`config.mk`:
```
export PLATFORM = sky130hd
export DESIGN_NAME = stage_branch_seq
export DESIGN_NICKNAME = d
export VERILOG_FILES = /design/src/rtl/stage_branch_pkg.sv /design/src/rtl/stage_branch_seq_div_step_ctr.sv /design/src/rtl/stage_branch_seq.sv
export SDC_FILE = /design/constraint.sdc
export NUM_CORES = 1
export LEC_CHECK = 0
export ABC_CLOCK_PERIOD_IN_PS = 1920
export BUFFER_PORTS_ARGS = -buffer_cell sky130_fd_sc_hd__clkbuf_2
export CORE_MARGIN = 2
export CORE_UTILIZATION = 35
export CTS_BUF_LIST = sky130_fd_sc_hd__clkbuf_4 sky130_fd_sc_hd__clkbuf_8 sky130_fd_sc_hd__clkbuf_16
export DETAILED_ROUTE_END_ITERATION = 12
export PLACE_DENSITY_LB_ADDON = 0.1
export RECOVER_POWER = 25
export SYNTH_ARGS = -nofsm -noshare
export SYNTH_HDL_FRONTEND = slang
export SYNTH_SLANG_ARGS = --single-unit
```
`constraint.sdc`:
```
create_clock -name CLOCK -period 1.92 [get_ports CLOCK]
set_input_delay 0.288 -clock CLOCK [delete_from_list [all_inputs] [get_ports CLOCK]]
set_output_delay 0.288 -clock CLOCK [all_outputs]
set_load 0.005 [all_outputs]
```
`src/rtl/stage_branch_pkg.sv`:
```
// Shared definitions for the stage/branch sequencer: BRDEC bit positions,
// divide-sequence state encoding and the small one-hot decode helper.
package stage_branch_pkg;

    // Bit positions inside BRDEC, named after the {BR1,BR2} pair they flag.
    localparam int BR_11 = 3;
    localparam int BR_10 = 2;
    localparam int BR_01 = 1;
    localparam int BR_00 = 0;

    typedef enum logic {
        DIV_IDLE = 1'b0,
        DIV_RUN  = 1'b1
    } div_state_e;

    // One-hot decode of a 2-bit value; with n = {BR1,BR2} the set bit lands
    // exactly on the BR_xx index named above.
    function automatic logic [3:0] onehot_decode(input logic [1:0] n);
        onehot_decode = 4'b0001 << n;
    endfunction

endpackage

```
`src/rtl/stage_branch_seq_div_step_ctr.sv`:
```
// Divide-sequence step counter: tracks whether a divide is running, which
// step it is on, and emits a one-cycle done pulse after the final step.
module div_step_ctr
    import stage_branch_pkg::*;
#(
    parameter int DIV_STEPS = 7,
    parameter int CW        = 3
) (
    input  logic          CLOCK,
    input  logic          rst_,
    input  logic          abort_i,    // restart clear, kills a divide silently
    input  logic          advance_i,  // end-of-MCT strobe
    input  logic          start_i,    // divide request, honoured only when idle
    output logic          act_o,
    output logic          last_o,     // running and on the final step
    output logic [CW-1:0] cnt_o,
    output logic          done_o
);

    localparam logic [CW-1:0] LAST_CNT = CW'(DIV_STEPS - 1);

    div_state_e    state_q, state_d;
    logic [CW-1:0] cnt_q, cnt_d;
    logic          done_q, done_d;

    // State register; reset and abort both clear without a done pulse.
    always_ff @(posedge CLOCK) begin
        if (!rst_ || abort_i) begin
            state_q <= DIV_IDLE;
            cnt_q   <= '0;
            done_q  <= 1'b0;
        end else begin
            state_q <= state_d;
            cnt_q   <= cnt_d;
            done_q  <= done_d;
        end
    end

    // Next-state: start from idle, step on each strobe, finish on the last step.
    always_comb begin
        state_d = state_q;
        cnt_d   = cnt_q;
        done_d  = 1'b0;
        case (state_q)
            DIV_IDLE: begin
                if (advance_i && start_i) begin
                    state_d = DIV_RUN;
                    cnt_d   = '0;
                end
            end
            DIV_RUN: begin
                if (advance_i) begin
                    if (cnt_q == LAST_CNT) begin
                        state_d = DIV_IDLE;
                        cnt_d   = '0;
                        done_d  = 1'b1;
                    end else begin
                        cnt_d = cnt_q + 1'b1;
                    end
                end
            end
            default: state_d = DIV_IDLE;
        endcase
    end

    assign act_o  = (state_q == DIV_RUN);
    assign last_o = (state_q == DIV_RUN) && (cnt_q == LAST_CNT);
    assign cnt_o  = cnt_q;
    assign done_o = done_q;

endmodule

```
`src/rtl/stage_branch_seq.sv`:
```
// Stage/branch sequencer: instruction stage register with divide override,
// BR1/BR2 branch flip-flops, and the one-hot decodes consumed downstream.
module stage_branch_seq
    import stage_branch_pkg::*;
#(
    parameter int WIDTH     = 16,
    parameter int NSTG      = 2,
    parameter int DIV_STEPS = 7,
    parameter int DIV_STG   = 1
) (
    input  logic                         CLOCK,
    input  logic                         rst_,
    input  logic                         GOJAM,
    input  logic                         T12,
    input  logic                         STG_LD,
    input  logic [NSTG-1:0]              STG_NXT,
    input  logic                         DVST,
    input  logic                         TSGN,
    input  logic                         TMZ,
    input  logic                         TOV,
    input  logic [WIDTH-1:0]             WL,
    input  logic                         OVF_,
    input  logic                         UNF_,
    output logic [NSTG-1:0]              STG,
    output logic [(2**NSTG)-1:0]         ST_EQ,
    output logic                         BR1,
    output logic                         BR2,
    output logic [3:0]                   BRDEC,
    output logic                         DIV_ACT,
    output logic [$clog2(DIV_STEPS)-1:0] DIV_CNT,
    output logic                         DIV_DONE
);

    localparam int              CW        = $clog2(DIV_STEPS);
    localparam logic [NSTG-1:0] DIV_STG_V = NSTG'(DIV_STG);

    logic [NSTG-1:0] stg_q, stg_d;
    logic            br1_q, br1_d;
    logic            br2_q, br2_d;
    logic            div_act, div_last;

    div_step_ctr #(
        .DIV_STEPS (DIV_STEPS),
        .CW        (CW)
    ) u_div (
        .CLOCK     (CLOCK),
        .rst_      (rst_),
        .abort_i   (GOJAM),
        .advance_i (T12),
        .start_i   (DVST),
        .act_o     (div_act),
        .last_o    (div_last),
        .cnt_o     (DIV_CNT),
        .done_o    (DIV_DONE)
    );

    // Stage and branch registers; GOJAM clears exactly like reset.
    always_ff @(posedge CLOCK) begin
        if (!rst_ || GOJAM) begin
            stg_q <= '0;
            br1_q <= 1'b0;
            br2_q <= 1'b0;
        end else begin
            stg_q <= stg_d;
            br1_q <= br1_d;
            br2_q <= br2_d;
        end
    end

    // Stage mux: only moves on T12; an active divide owns the stage and
    // masks both STG_LD and DVST, and DVST wins over STG_LD when idle.
    always_comb begin
        stg_d = stg_q;
        if (T12) begin
            if (div_act) begin
                stg_d = div_last ? '0 : DIV_STG_V;
            end else if (DVST) begin
                stg_d = DIV_STG_V;
            end else if (STG_LD) begin
                stg_d = STG_NXT;
            end
        end
    end

    // Branch sources, any cycle: overflow test beats sign / minus-zero tests.
    always_comb begin
        br1_d = br1_q;
        br2_d = br2_q;
        if (TOV) begin
            br1_d = ~UNF_;
            br2_d = ~OVF_;
        end else begin
            if (TSGN) br1_d = WL[WIDTH-1];
            if (TMZ)  br2_d = &WL;
        end
    end

    for (genvar gi = 0; gi < 2**NSTG; gi++) begin : g_st_eq
        assign ST_EQ[gi] = (stg_q == NSTG'(gi));
    end

    assign STG     = stg_q;
    assign BR1     = br1_q;
    assign BR2     = br2_q;
    assign BRDEC   = onehot_decode({br1_q, br2_q});
    assign DIV_ACT = div_act;

endmodule

```
==> Word level (Yosys, flattened, before mapping) <==
Index checks and enable logic that the tools add are counted.
{ "classes": {"add_sub_neg": 1, "n_eq_ne": 6, "n_shift": 1, "muxes": 17, "n_bitwise": 4, "reduce_logical": 12} }
{ "op_table": {"columns": ["op", "n"], "rows": [
  ["$reduce_and 16->1", 1],
  ["$mux 1", 9],
  ["$mux 3", 3],
  ["$mux 2", 3],
  ["$pmux 3 s2", 1],
  ["$eq 2x2->1 const B", 2],
  ["$not 1->1", 4],
  ["$reduce_and 2->1", 2],
  ["$reduce_bool 2->1", 2],
  ["$shl 1x2->4 const A", 1],
  ["$add 3x1->3 const B", 1],
  ["$eq 3x3->1 const B", 1],
  ["$reduce_bool 3->1", 1],
  ["$reduce_or 3->1", 1],
  ["$eq 2x1->1 const B", 1],
  ["$logic_and 1x1->1", 2],
  ["$logic_not 2->1", 1],
  ["$ne 2x1->1 const B", 1],
  ["$ne 2x2->1 const B", 1],
  ["$pmux 1 s2", 1],
  ["$logic_not 1->1", 1],
  ["$logic_or 1x1->1", 1]
]} }
{ "totals": {"ff_bits": 9, "in_bits": 29, "output_inout_bits": 17, "word_cells": 47} }

==> Longest topological paths before layout <==
{ "logic_depth": {"ltp_word": 4, "depth_mapped": 4, "ltp_nobuf": 3} }

==> Modules after synthesis <==
From an unflattened synthesis, not the netlist that was laid out.
{ "hier_totals": {"cells_unflattened": 63, "hier_area_um2": 514.2} }
{ "by_module_without_submodules": {"columns": ["mod", "instances", "cells_per_inst", "area_each_um2", "seq_area_each_um2"], "rows": [
  ["stage_branch_seq", 1, 37, 287.8, 80.1],
  ["div_step_ctr", 1, 26, 226.5, 100.1]
]} }

==> Worst setup path after synthesis <==
Ideal clock, no wire load.
{ "synth_path": {"kind": "input -> register", "from": "in WL[15]", "to": "reg br2_q (netlist: BR2)", "setup_ns": 0.086, "arrival_ns": 0.895, "required_time_ns": 1.834, "setup_slack_ns": 0.939, "stages": 3, "n_path_buf": 0, "path_cell_list": "nand3_1 -> or3_1 -> a211oi_1"} }
{ "synth_between": {"elab_chain_len": 3} }
{ "synth_rtl": {"columns": ["item", "line_no", "source"], "rows": [
  ["start: declaration", "stage_branch_seq.sv:21", "input logic [WIDTH-1:0] WL,"],
  ["$reduce_and 16->1", "stage_branch_seq.sv:94", "if (TMZ) br2_d = &WL;"],
  ["$mux 1", "stage_branch_seq.sv:94", null],
  ["$mux 1", "stage_branch_seq.sv:89", "if (TOV) begin"],
  ["end signal: assignment", "stage_branch_seq.sv:66", "br2_q <= br2_d;"],
  ["end: declaration", "stage_branch_seq.sv:39", "logic br2_q, br2_d;"]
]} }
No other way between the ends. The select of a mux whose other input is x is not followed.
A chain may end at the register's enable or synchronous reset.

==> Worst setup path in the final report <==
{ "layout_path": {"from": "reg u_div.state_q (netlist: u_div.act_o)", "to": "out DIV_ACT"} }
{ "layout_lines": {"columns": ["item", "line_no", "source"], "rows": [
  ["start: declaration", "stage_branch_seq_div_step_ctr.sv:22", "div_state_e state_q, state_d;"],
  ["start signal: assignment", "stage_branch_seq_div_step_ctr.sv:33", "state_q <= state_d;"],
  ["end: declaration", "stage_branch_seq.sv:29", "output logic DIV_ACT,"]
]} }
No word-level cell between the ends.

==> qor.csv <==
metric,value,unit
outcome,completed,
post-synthesis register bit count,9,
critical path's top delay family,flip-flops,
worst r2r dst,STG[0],
largest net degree at the start of global routing,14,
RR Startpoint,u_div.act_o,
drt drc,0,
post-DR wirelength/cell,9.87,um
CTS Root Cell,clkbuf_4,
Critical Path End Type,output port,
Pins Over Slew Limit,0,
pwr dens,545,nW/um^2
Ports,46,
Mapped Area,515,um^2
# nets final,141,
vias,616,
clock-pin slew on the worst setup and hold paths,0.06,ns
Max rail drop VDD,440,uV
clk_lat worst skew,0.25,ns
starting density of the core,38.6,%
Register Area,180,um^2
Syn Area/Cell,7.93,um^2
max incr delay on CP,0.55,ns
1st-pass router iterations,4,
ant diodes,0,
share of cells above drive strength 1,45.0,%
Worst Hold Path Cells,2,
post-DP HPWL,985,um
maximum buffer depth of the clock tree,2,
placer's final routability congestion estimate,0.702,
"commonest non-fill, non-tap cells in the layout","45 x clkbuf_2, 9 x dfxtp_1, 8 x nor2b_1",
chip height,42.4,um
Tcrit/Tclk final,66.1,%
cts repair resizes,0,
FILL cells,144,
worst path required time,1.63,ns
Slew @ Worst Pin,0.379,ns
H-tree Lvls,1,
crit-path max FO,13,
Worst EP arrival,0.98,ns
Syn Nets,94,
clock skew,0.00134,ns
Slew HR,74.7,%
Syn. warnings,0,
crit path buf inv count,1,
kind of critical path,reg2out,
die area,1800,um^2
Buffers on Ports,45,
sequential element share of the synthesized area,35.0,%
grt ovf,0,
post-CTS setup buffer count,0,
Num CTS Buffers,3,
first-pass GRT wire length,1.99,mm
count of cell types in the netlist,28,
setup_tns,0,ns
Core Region,1330,um^2
RSZ-0062 raised after global routing,false,
Multi-input gate area,315,um^2
Die W,42.4,um
Critical Path Slowest Stage Cell,dfxtp_1,
HP Start,UNF_,
Max-Cap Viols,0,
startpoint class of the critical path,flop,
Setup-failing EPs final,0,
Syn Inst Count,65,
Lkg Pwr,0.381,nW
Total Routing Usage GR,14.0,%
CTS Sinks,9,
vias in the first global route,510,
area growth from synthesis to layout,50.0,%
worst-case hold path end point,BR1,
"commonest non-fill, non-tap cell in the layout",clkbuf_2,
fin util,58.0,%
minimum clock period,1.27,ns
Worst R2R Setup Slack,0.77,ns
depth of the most critical reg-to-reg path,3,
Antenna Violating Nets Remaining,0,
HP Class,in2reg,
CTS tree,built,
hold buffers post-CTS,0,
critical path cell sequence,clkbuf_2,
Fin. Hold Viols,0,
initial antenna violation count,0,
f_max,787,MHz
DR iter-0 viols,7,
row count,13,
final WL,1.24,mm
via density per instance,4.89,
-- synth_stat cells --
cell	n	share of area [%]
dfxtp_1	9	35
nor2b_1	8	9.7
nand2_1	6	4.4
a211oi_1	5	7.3
nor2_1	5	3.6
a21oi_1	4	3.9
nand4_1	3	3.6
o21ai_0	3	2.9
a21o_1	2	2.9
and2_1	2	2.4
a311oi_1	1	1.7
a31oi_1	1	1.2
and2_0	1	1.2
and4_1	1	1.7
and4b_1	1	1.9
buf_2	1	0.97
buf_4	1	1.5
clkbuf_1	1	0.73
inv_1	1	0.73
mux2_2	1	2.2
nand2b_1	1	1.2
nand3_1	1	0.97
nand3b_1	1	1.5
nand4b_1	1	1.7
nor3_1	1	0.97
o211ai_1	1	1.5
o31ai_1	1	1.5
or3_1	1	1.2
-- how the worst max path moves through the flow --
stage / endpoint / cells past startpoint / slack, ns / start
after floorplan: BR2 / 3 / 0.94 / WL[15]
after global placement: BR2 / 4 / 0.81 / WL[15]
after detailed placement: STG[0] / 3 / 0.77 / u_div.act_o
after CTS: DIV_ACT / 1 / 0.64 / u_div.act_o
after global routing: DIV_ACT / 1 / 0.57 / u_div.act_o
final: DIV_ACT / 1 / 0.65 / u_div.act_o
-- flip-flops by register name, summed over array words and instances (netlist names) --
signal	count
u_div.cnt_o	3
STG	2
BR1	1
BR2	1
u_div.act_o	1
u_div.done_o	1
-- final cells by class --
type                            instances  share of cell area, %
Multi-Input combinational cell         52                   40.8
Timing Repair Buffer                   45                   29.1
Sequential cell                         9                   23.3
Clock buffer                            4                   3.88
Tap cell                               15                   2.43
Inverter                                1                  0.485
-- where the power goes --
group | total (mW) | switching (mW) | internal (mW)
Clock | 0.156 | 0.0616 | 0.0939
Sequential | 0.197 | 0.00656 | 0.191
Combinational | 0.0689 | 0.0294 | 0.0395
-- layer usage --
layer  wire [um]  up-vias  GRT usage [%]
met4           6        0           6.88
met2         557       24           21.5
met5           0        -              0
met1         571      259           17.0
li1            -      331              -
met3         108        2           5.17
-- cell families (layout without fill, tap and decap cells) --
| family | Yosys count | in the layout | synth area share, % |
|---|---|---|---|
| AO/OA/AOI/OAI | 18 | 18 | 22.8 |
| buffers and inverters | 4 | 50 | 3.88 |
| flip-flops | 9 | 9 | 35.0 |
| AND/OR/NAND/NOR | 33 | 33 | 36.2 |
| multiplexers | 1 | 1 | 2.18 |
-- worst register-to-register path, delay by kind of cell (launching register included) --
| kind | cells | cell delay (ns) |
|---|---|---|
| simple gates | 1 | 0.15 |
| compound gates | 2 | 0.38 |
| flops | 1 | 0.55 |
-- stage by stage --
step,instance area (um^2),setup WS (ns),instances,hold WS (ns),total power [mW]
2_1_floorplan,515,0.939,65,0.387,0.230
3_3_place_gp,743,0.807,122,0.483,0.270
6_report,773,0.650,126,0.218,0.422
3_5_place_dp,743,0.765,122,0.486,0.271
4_1_cts,773,0.643,126,0.218,0.427
5_1_grt,773,0.567,126,0.224,0.446
No activity file was read; power rests on OpenSTA's default activity.
